$ cat config.mk
export PLATFORM = sky130hd
export DESIGN_NAME = controlador_hamming_flat
export DESIGN_NICKNAME = d
export VERILOG_FILES = /design/src/rtl/hamming_pkg.sv /design/src/rtl/hamming_if.sv /design/src/rtl/controlador_hamming_sindrome.sv /design/src/rtl/controlador_hamming.sv /design/src/flat_wrapper.sv
export SDC_FILE = /design/constraint.sdc
export NUM_CORES = 1
export LEC_CHECK = 0
export ABC_AREA = 1
export CAP_MARGIN = 5
export CELL_PAD_IN_SITES_DETAIL_PLACEMENT = 2
export CELL_PAD_IN_SITES_GLOBAL_PLACEMENT = 2
export CORE_AREA = 2 2 80 113
export CTS_BUF_LIST = sky130_fd_sc_hd__clkbuf_2
export CTS_CLUSTER_DIAMETER = 30
export CTS_CLUSTER_SIZE = 10
export DETAILED_ROUTE_END_ITERATION = 12
export DIE_AREA = 0 0 82 115
export PLACE_DENSITY_LB_ADDON = 0.15
export SLEW_MARGIN = 25
export SYNTH_ARGS = -nofsm -noshare
export SYNTH_HDL_FRONTEND = slang
export SYNTH_SLANG_ARGS = --single-unit
$ cat constraint.sdc
create_clock -name reloj -period 1.6 [get_ports reloj]
set_input_delay 0.48 -clock reloj [delete_from_list [all_inputs] [get_ports reloj]]
set_output_delay 0.48 -clock reloj [all_outputs]
set_load 0.01 [all_outputs]
$ cat src/rtl/hamming_pkg.sv
// Shared types, bit positions and helpers for the SECDED (8,4) Hamming controller.
package hamming_pkg;

   typedef enum logic [1:0] {
      INACTIVO   = 2'd0,
      DECODIFICA = 2'd1,
      ENTREGA    = 2'd2
   } estado_t;

   // Codeword layout: bit0 overall parity, bits 1/2/4 Hamming parity, bits 3/5/6/7 data
   localparam int POS_PT = 0;
   localparam int POS_P1 = 1;
   localparam int POS_P2 = 2;
   localparam int POS_P4 = 4;
   localparam int POS_D0 = 3;
   localparam int POS_D1 = 5;
   localparam int POS_D2 = 6;
   localparam int POS_D3 = 7;

   function automatic logic [3:0] extrae_dato(input logic [7:0] palabra);
      return {palabra[POS_D3], palabra[POS_D2], palabra[POS_D1], palabra[POS_D0]};
   endfunction

endpackage

$ cat src/rtl/hamming_if.sv
// Handshake and result bus between the channel stage, the controller and the consumer.
interface hamming_if #(
   parameter int ANCHO_CNT = 8
);
   logic                 ent_valido;
   logic                 ent_listo;
   logic [7:0]           palabra_ent;
   logic                 iny_hab;
   logic [7:0]           iny_mascara;
   logic                 sal_valido;
   logic                 sal_listo;
   logic [7:0]           palabra_corr;
   logic [3:0]           dato_sal;
   logic [2:0]           sindrome;
   logic                 error_simple;
   logic                 error_doble;
   logic [ANCHO_CNT-1:0] cnt_simple;
   logic [ANCHO_CNT-1:0] cnt_doble;
   logic                 limpiar_cnt;

   // master: producer/consumer side; slave: the controller
   modport master (
      output ent_valido, palabra_ent, iny_hab, iny_mascara, sal_listo, limpiar_cnt,
      input  ent_listo, sal_valido, palabra_corr, dato_sal, sindrome,
             error_simple, error_doble, cnt_simple, cnt_doble
   );

   modport slave (
      input  ent_valido, palabra_ent, iny_hab, iny_mascara, sal_listo, limpiar_cnt,
      output ent_listo, sal_valido, palabra_corr, dato_sal, sindrome,
             error_simple, error_doble, cnt_simple, cnt_doble
   );

endinterface

$ cat src/rtl/controlador_hamming_sindrome.sv
// Combinational SECDED (8,4) syndrome and error classification.
module sindrome_secded
   import hamming_pkg::*;
(
   input  logic [7:0] palabra_i,
   output logic [2:0] sindrome_o,
   output logic       paridad_o,
   output logic       error_simple_o,
   output logic       error_doble_o
);

   logic s1, s2, s3;

   assign s1 = palabra_i[POS_P1] ^ palabra_i[POS_D0] ^ palabra_i[POS_D1] ^ palabra_i[POS_D3];
   assign s2 = palabra_i[POS_P2] ^ palabra_i[POS_D0] ^ palabra_i[POS_D2] ^ palabra_i[POS_D3];
   assign s3 = palabra_i[POS_P4] ^ palabra_i[POS_D1] ^ palabra_i[POS_D2] ^ palabra_i[POS_D3];

   assign sindrome_o = {s3, s2, s1};
   assign paridad_o  = ^palabra_i;

   // Odd overall parity means exactly one flipped bit (syndrome 0 points at the parity bit)
   assign error_simple_o = paridad_o;
   assign error_doble_o  = !paridad_o && (sindrome_o != 3'd0);

endmodule

$ cat src/rtl/controlador_hamming.sv
// Capture / decode / deliver sequencer around the SECDED (8,4) decoder with
// optional error injection and saturating error counters.
//
//  state      | meaning
//  INACTIVO   | waiting for a word, ent_listo=1
//  DECODIFICA | one cycle: syndrome, flags and corrected word registered
//  ENTREGA    | result held on the output port until sal_listo
module controlador_hamming
   import hamming_pkg::*;
#(
   parameter int ANCHO_CNT = 8
) (
   input  logic     reloj,
   input  logic     rst_n,
   hamming_if.slave bus
);

   localparam logic [ANCHO_CNT-1:0] CNT_MAX = '1;

   estado_t              estado_q, estado_d;
   logic [7:0]           r_q, r_d;
   logic [7:0]           corr_q, corr_d;
   logic [3:0]           dato_q, dato_d;
   logic [2:0]           sind_q, sind_d;
   logic                 es_q, es_d;
   logic                 ed_q, ed_d;
   logic [ANCHO_CNT-1:0] cnt_simple_q, cnt_simple_d;
   logic [ANCHO_CNT-1:0] cnt_doble_q, cnt_doble_d;

   logic [2:0] sind_w;
   logic       paridad_w;
   logic       es_w;
   logic       ed_w;
   logic [7:0] corr_w;
   logic       entrega_ok;

   sindrome_secded u_sindrome (
      .palabra_i      (r_q),
      .sindrome_o     (sind_w),
      .paridad_o      (paridad_w),
      .error_simple_o (es_w),
      .error_doble_o  (ed_w)
   );

   assign corr_w     = paridad_w ? (r_q ^ (8'd1 << sind_w)) : r_q;
   assign entrega_ok = (estado_q == ENTREGA) && bus.sal_listo;

   always_comb begin
      estado_d = estado_q;
      r_d      = r_q;
      corr_d   = corr_q;
      dato_d   = dato_q;
      sind_d   = sind_q;
      es_d     = es_q;
      ed_d     = ed_q;
      case (estado_q)
         INACTIVO: begin
            if (bus.ent_valido) begin
               r_d      = bus.palabra_ent ^ (bus.iny_hab ? bus.iny_mascara : 8'h00);
               estado_d = DECODIFICA;
            end
         end
         DECODIFICA: begin
            corr_d   = corr_w;
            dato_d   = extrae_dato(corr_w);
            sind_d   = sind_w;
            es_d     = es_w;
            ed_d     = ed_w;
            estado_d = ENTREGA;
         end
         ENTREGA: begin
            if (bus.sal_listo) estado_d = INACTIVO;
         end
         default: estado_d = INACTIVO;
      endcase
   end

   // Clear wins over a same-cycle increment; counts stick at the maximum
   always_comb begin
      cnt_simple_d = cnt_simple_q;
      cnt_doble_d  = cnt_doble_q;
      if (bus.limpiar_cnt) begin
         cnt_simple_d = '0;
         cnt_doble_d  = '0;
      end else if (entrega_ok) begin
         if (es_q && (cnt_simple_q != CNT_MAX)) cnt_simple_d = cnt_simple_q + 1'b1;
         if (ed_q && (cnt_doble_q != CNT_MAX))  cnt_doble_d  = cnt_doble_q + 1'b1;
      end
   end

   always_ff @(posedge reloj) begin
      if (!rst_n) begin
         estado_q     <= INACTIVO;
         r_q          <= '0;
         corr_q       <= '0;
         dato_q       <= '0;
         sind_q       <= '0;
         es_q         <= 1'b0;
         ed_q         <= 1'b0;
         cnt_simple_q <= '0;
         cnt_doble_q  <= '0;
      end else begin
         estado_q     <= estado_d;
         r_q          <= r_d;
         corr_q       <= corr_d;
         dato_q       <= dato_d;
         sind_q       <= sind_d;
         es_q         <= es_d;
         ed_q         <= ed_d;
         cnt_simple_q <= cnt_simple_d;
         cnt_doble_q  <= cnt_doble_d;
      end
   end

   assign bus.ent_listo    = (estado_q == INACTIVO);
   assign bus.sal_valido   = (estado_q == ENTREGA);
   assign bus.palabra_corr = corr_q;
   assign bus.dato_sal     = dato_q;
   assign bus.sindrome     = sind_q;
   assign bus.error_simple = es_q;
   assign bus.error_doble  = ed_q;
   assign bus.cnt_simple   = cnt_simple_q;
   assign bus.cnt_doble    = cnt_doble_q;

endmodule

$ cat src/flat_wrapper.sv
// flat-port wrapper written by rule: the top's interface ports become plain ports
module controlador_hamming_flat import hamming_pkg::*;
#(
   parameter int ANCHO_CNT = 8
)
  (reloj, rst_n, bus_ent_valido, bus_palabra_ent, bus_iny_hab, bus_iny_mascara, bus_sal_listo, bus_limpiar_cnt, bus_ent_listo, bus_sal_valido, bus_palabra_corr, bus_dato_sal, bus_sindrome, bus_error_simple, bus_error_doble, bus_cnt_simple, bus_cnt_doble);
  hamming_if #(.ANCHO_CNT(ANCHO_CNT)) bus_i ();
  input  logic reloj;
  input  logic rst_n;
  input wire logic [$bits(bus_i.ent_valido)-1:0] bus_ent_valido;
  input wire logic [$bits(bus_i.palabra_ent)-1:0] bus_palabra_ent;
  input wire logic [$bits(bus_i.iny_hab)-1:0] bus_iny_hab;
  input wire logic [$bits(bus_i.iny_mascara)-1:0] bus_iny_mascara;
  input wire logic [$bits(bus_i.sal_listo)-1:0] bus_sal_listo;
  input wire logic [$bits(bus_i.limpiar_cnt)-1:0] bus_limpiar_cnt;
  output wire logic [$bits(bus_i.ent_listo)-1:0] bus_ent_listo;
  output wire logic [$bits(bus_i.sal_valido)-1:0] bus_sal_valido;
  output wire logic [$bits(bus_i.palabra_corr)-1:0] bus_palabra_corr;
  output wire logic [$bits(bus_i.dato_sal)-1:0] bus_dato_sal;
  output wire logic [$bits(bus_i.sindrome)-1:0] bus_sindrome;
  output wire logic [$bits(bus_i.error_simple)-1:0] bus_error_simple;
  output wire logic [$bits(bus_i.error_doble)-1:0] bus_error_doble;
  output wire logic [$bits(bus_i.cnt_simple)-1:0] bus_cnt_simple;
  output wire logic [$bits(bus_i.cnt_doble)-1:0] bus_cnt_doble;
  assign bus_i.ent_valido = bus_ent_valido;
  assign bus_i.palabra_ent = bus_palabra_ent;
  assign bus_i.iny_hab = bus_iny_hab;
  assign bus_i.iny_mascara = bus_iny_mascara;
  assign bus_i.sal_listo = bus_sal_listo;
  assign bus_i.limpiar_cnt = bus_limpiar_cnt;
  assign bus_ent_listo = bus_i.ent_listo;
  assign bus_sal_valido = bus_i.sal_valido;
  assign bus_palabra_corr = bus_i.palabra_corr;
  assign bus_dato_sal = bus_i.dato_sal;
  assign bus_sindrome = bus_i.sindrome;
  assign bus_error_simple = bus_i.error_simple;
  assign bus_error_doble = bus_i.error_doble;
  assign bus_cnt_simple = bus_i.cnt_simple;
  assign bus_cnt_doble = bus_i.cnt_doble;
  controlador_hamming #(.ANCHO_CNT(ANCHO_CNT)) u_core (.reloj(reloj), .rst_n(rst_n), .bus(bus_i));
endmodule
Word level (Yosys, flattened, before mapping)
Cells that the tools add are included.

Flip-flop bits (word level): 43. Word-level logic and storage cells: 48.

Add/subtract/negate cells: 2. Eq/ne operators: 6. Shift operators: 1. Multiplexer cells: 5. Bitwise logic cells: 12. Reduce and logical (&&, ||, !) cells: 13.

Operators by type and width (count): $add 8x1->8 const B (2); $mux 8 (2); $ne 8x8->1 const B (2); $xor 8x8->8 (2); $xor 1x1->1 (9); $reduce_and 2->1 (4); $reduce_xor 8->1 (1); $shl 1x3->8 const A (1); $pmux 2 s3 (1); $logic_and 1x1->1 (4); $mux 2 (2); $ne 2x2->1 const B (2); $reduce_bool 3->1 (1); $eq 2x1->1 const B (1); $eq 2x2->1 const B (1); $logic_not 2->1 (1); $reduce_or 2->1 (1); $logic_not 1->1 (1); $not 1->1 (1).

Longest topological paths before layout
Depth in word-level cells: 6. Gate-level depth with buffers: 13. Mapped depth without buffers: 13.

By module
From an unflattened synthesis, not the netlist that was laid out.

Cells, all modules: 358. Area, all modules: 2287.2 µm².

By module, submodules not included: controlador_hamming (instances 1, cells each 288, area an instance 1993.2 µm², sequential area each 780.7 µm²); sindrome_secded (instances 1, cells each 70, area an instance 294.0 µm², sequential area each 0.0 µm²).

Worst setup path before layout
Ideal clock, no wire load.

Path type: register to register. From: register u_core.cnt_doble_q[1] (netlist: u_core.bus.cnt_doble[1]). To: register u_core.cnt_doble_q[4] (netlist: u_core.bus.cnt_doble[4]). Library setup time: 0.117 ns. Arrival: 1.261 ns. Setup slack: 0.222 ns. Cell stages (with the launch flop): 9. Path buffers: 0. Clock period less this slack: 1.378 ns. Cells stage by stage: dfxtp_1 > ha_1 > nand3_1 > nor2_1 > nand2_1 > nand2_2 > inv_1 > a41oi_1 > nor2_1.

Cells in the longest elaborated chain, start to end: 3.

Ends and longest elaborated chain: from (decl) (RTL line controlador_hamming.sv:28) `logic [ANCHO_CNT-1:0] cnt_doble_q, cnt_doble_d;`; from (signal assigned) (RTL line controlador_hamming.sv:111) `cnt_doble_q <= cnt_doble_d;`; branches (longest 3 deep; another with $add 8x1->8).

Parallel ways; which one is timed is not known. A chain may end at the register's enable or synchronous reset.

Worst setup path in the final report
From: register u_core.estado_q[1]. To: output bus_ent_listo.

Cells in the longest elaborated chain, start to end: 1.

Ends and longest elaborated chain: from (decl) (RTL line controlador_hamming.sv:20) `estado_t estado_q, estado_d;`; from (signal assigned) (RTL line controlador_hamming.sv:103) `estado_q <= estado_d;`; $logic_not 2->1 (RTL line controlador_hamming.sv:115) `assign bus.ent_listo = (estado_q == INACTIVO);`; to (decl) (RTL line flat_wrapper.sv:16) `output wire logic [$bits(bus_i.ent_listo)-1:0] bus_ent_listo;`.

Every way passes these cells.

==> results.json <==
{
  "fp.dieArea_um2": 9430,
  "grt_max_degree": 22,
  "rsz0062_at_grt": "yes",
  "yosysSeqAreaShare_pct": 35.1,
  "fin_ws_ps": -32.0,
  "syn_inst": 335,
  "period_share_pct": 102,
  "io_pins": 57,
  "portBuffers": 56,
  "viasPerCell": 4.73,
  "drt-total-wl_mm": 7.73,
  "crit_chain": "buf_6 -> nor2_4 -> buf_6",
  "critPathRequiredTime_ps": 1120,
  "clockRootBuffer": "clkbuf_2",
  "numCtsBuffers": 5,
  "leakage_nw": 1.55,
  "yosysTopAreaCell": "dfxtp_1",
  "grt-ovfl-total": 0,
  "peakVddDrop_mv": 0.242,
  "nNetsFinal": 461,
  "maxCapViolations": 0,
  "drt_iter0_drc": 53,
  "rows": 40,
  "h-tree-depth": 2,
  "final_antenna_net_count": 0,
  "crit_path_start_kind": "flop",
  "yosysUniqueCellTypes": 34,
  "grt_pass1_vias": 2692,
  "setup_viol": 2,
  "num_vias": 2574,
  "violations": "negative setup slack",
  "place_ws_ps": -276,
  "crit_slowest_cell": "dfxtp_2",
  "cts.sinks": 39,
  "ys.flop_type": "dfxtp_1",
  "worstMarginPinSlew_ps": 387,
  "core_area_um2": 8410,
  "slew_headroom_pct": 74.0,
  "die_h_um": 115,
  "cp_common_cell": "buf_6",
  "synth_top_area_share_pct": 35.1,
  "drive_above_1_share_pct": 37.0,
  "synth_area_um2": 2220,
  "final.setup_skew_ps": 51.3,
  "hold_path_class": "reg -> reg",
  "synthTopCellsByArea": "dfxtp_1 (35%), nand2_1 (15%), nor2_1 (8.6%), inv_1 (5.4%), nand3_1 (5.2%)",
  "dp_cells": 504,
  "arrival_ps": 1150,
  "wl_per_cell_um": 14.2,
  "crit_buf_inv": 2,
  "status": "finished, violations left",
  "ctsHoldBuffers": 0,
  "antenna_found_initial": 1,
  "clk_latency_ps": 460,
  "worstSetupPathType": "reg -> out",
  "crit_family": "flip-flops",
  "cts_tree": "built",
  "async_reset_ff_share_pct": 0,
  "yosysWarnings": 0,
  "die_w_um": 82,
  "cp_slowest_stage_delay_ps": 390,
  "syn_nets": 359,
  "power_density_nw_per_um2": 665,
  "finish.utilization_pct": 40.2,
  "gp_congestion": 0.820,
  "clock_tree.buffer_depth": 2,
  "fmax_mhz": 613,
  "critPathMaxFanout": 2,
  "instances_no_fill": 544,
  "track_usage_pct": 17.4,
  "synth_common_cells": "nand2_1 (86), nor2_1 (51), dfxtp_1 (39)",
  "fin_crit_ps": 1630,
  "drcViolationCount": 0,
  "path_clk_slew_ps": 260,
  "grt_pass1_wl_mm": 12.6,
  "cp-end-kind": "primary output",
  "start_util_pct": 26.4,
  "syn_area_per_cell_um2": 6.63,
  "n_fill_cell": 1030,
  "syn2layout_area_growth_pct": 52.3,
  "synth_edf_count": 0,
  "synth_most_common_cell": "nand2_1",
  "maxSlewViolCount": 0,
  "firstDrtPassIters": 4,
  "dp_hpwl_mm": 5.52,
  "finalHoldViolations": 0,
  "ys_ff_latch": 39
}
==> placed cells by master, fill, tap and decap left out, types with 3 or more instances in the layout <==
cell type,netlist,final
nand2_1,86,85
nor2_1,51,47
buf_4,5,44
inv_1,32,28
dfxtp_2,0,26
nand3_1,23,21
clkdlybuf4s50_1,0,21
a21oi_1,20,18
clkbuf_2,0,16
nand2_2,11,12
inv_2,7,11
buf_6,0,10
clkdlybuf4s15_1,0,10
dfxtp_4,0,10
o21ai_0,12,8
o21ai_1,3,7
a221oi_1,7,7
nor2_4,3,5
nand2_4,5,5
buf_2,3,5
xor2_1,4,4
dlygate4sd2_1,0,4
nor2_2,1,3
clkinv_1,1,3
nand3_2,1,3
dfxtp_1,39,3
==> cells by family (layout without fill, tap and decap cells) <==
| kind of cell | after synthesis | in the layout | synth area share (%) |
|---|---|---|---|
| compound gates | 46 | 46 | 12.1 |
| xor+xnor | 5 | 5 | 1.97 |
| fa+ha+maj | 2 | 2 | 1.13 |
| buf+inv | 53 | 156 | 10.2 |
| flops | 39 | 39 | 35.1 |
| other cells | 0 | 1 | 0 |
| simple gates | 190 | 190 | 39.5 |
==> what timing repair did <==
action	4_1_cts	5_1_grt
buffers inserted	24	6
pin swaps	4	13
endpoints found under the setup margin	39	47
cloned	0	1
resized for setup	115	64
==> flip-flops by register name, indices dropped and copies added, names as in the netlist <==
register and cells:
u_core.r_q 8, u_core.bus.palabra_corr 4, u_core.bus.error_simple 1, u_core.bus.sindrome 3, u_core.bus.error_doble 1, u_core.bus.dato_sal 4, u_core.bus.cnt_simple 8, u_core.estado_q 2
u_core.bus.cnt_doble 8
==> metrics by stage <==
step | cell area [um^2] | total power (W) | hold slack [ps] | TNS (ps)
finish | 3380 | 0.00225 | 540 | -32.3
detailed placement | 3020 | 0.00179 | 485 | -3260
global placement | 3020 | 0.00177 | 470 | -2450
CTS | 3270 | 0.00225 | 544 | -118
global route | 3380 | 0.00243 | 564 | -442
floorplan | 2220 | 0.00153 | 483 | 0
==> final timing paths <==
| kind | startpoint | end | slack (ps) | cells after the start |
|---|---|---|---|---|
| setup reg to reg | u_core.bus.cnt_doble[1] | u_core.bus.cnt_doble[5] | 60 | 10 |
| hold reg to reg | u_core.bus.sindrome[1] | u_core.bus.sindrome[1] | 540 | 2 |
| hold / removal | u_core.bus.sindrome[1] | u_core.bus.sindrome[1] | 540 | 2 |
| setup / recovery | u_core.estado_q[1] | bus_ent_listo | -30 | 3 |
==> worst reg2reg max path, stage by stage (launching register included) <==
cell	delay [ps]
dfxtp_2	380
buf_4	140
ha_4	170
nand3_2	70
nor2_2	40
nand2_1	90
nand2_2	80
buf_6	130
nor2_4	150
nand3_2	80
nor3b_2	150
==> power breakdown <==
group	switching (W)	leakage [nW]	internal (W)
clock	0.000369	0.0241	0.0000969
sequential	0.0000445	0.337	0.00101
combinational	0.000419	1.19	0.000304
==> routing by layer <==
layer | vias to the layer above | GRT usage [%] | wire length [um]
li1 | 1266 | - | -
met4 | 0 | 7.22 | 189
met2 | 42 | 33.1 | 4490
met5 | - | 0 | 0
met3 | 10 | 2.90 | 223
met1 | 1256 | 18.3 | 2830
==> area by class of cell <==
type | instances | area (um^2) | area share, %
inverter | 41 | 159 | 4.70
tap | 105 | 131 | 3.88
clock inverter | 3 | 15.0 | 0.444
sequential | 39 | 851 | 25.1
multi-input combinational | 243 | 1290 | 38.2
timing repair buffer | 107 | 908 | 26.8
antenna | 1 | 2.50 | 0.0740
clock buffer | 5 | 25.0 | 0.740
No activity file was read; power rests on OpenSTA's default activity.
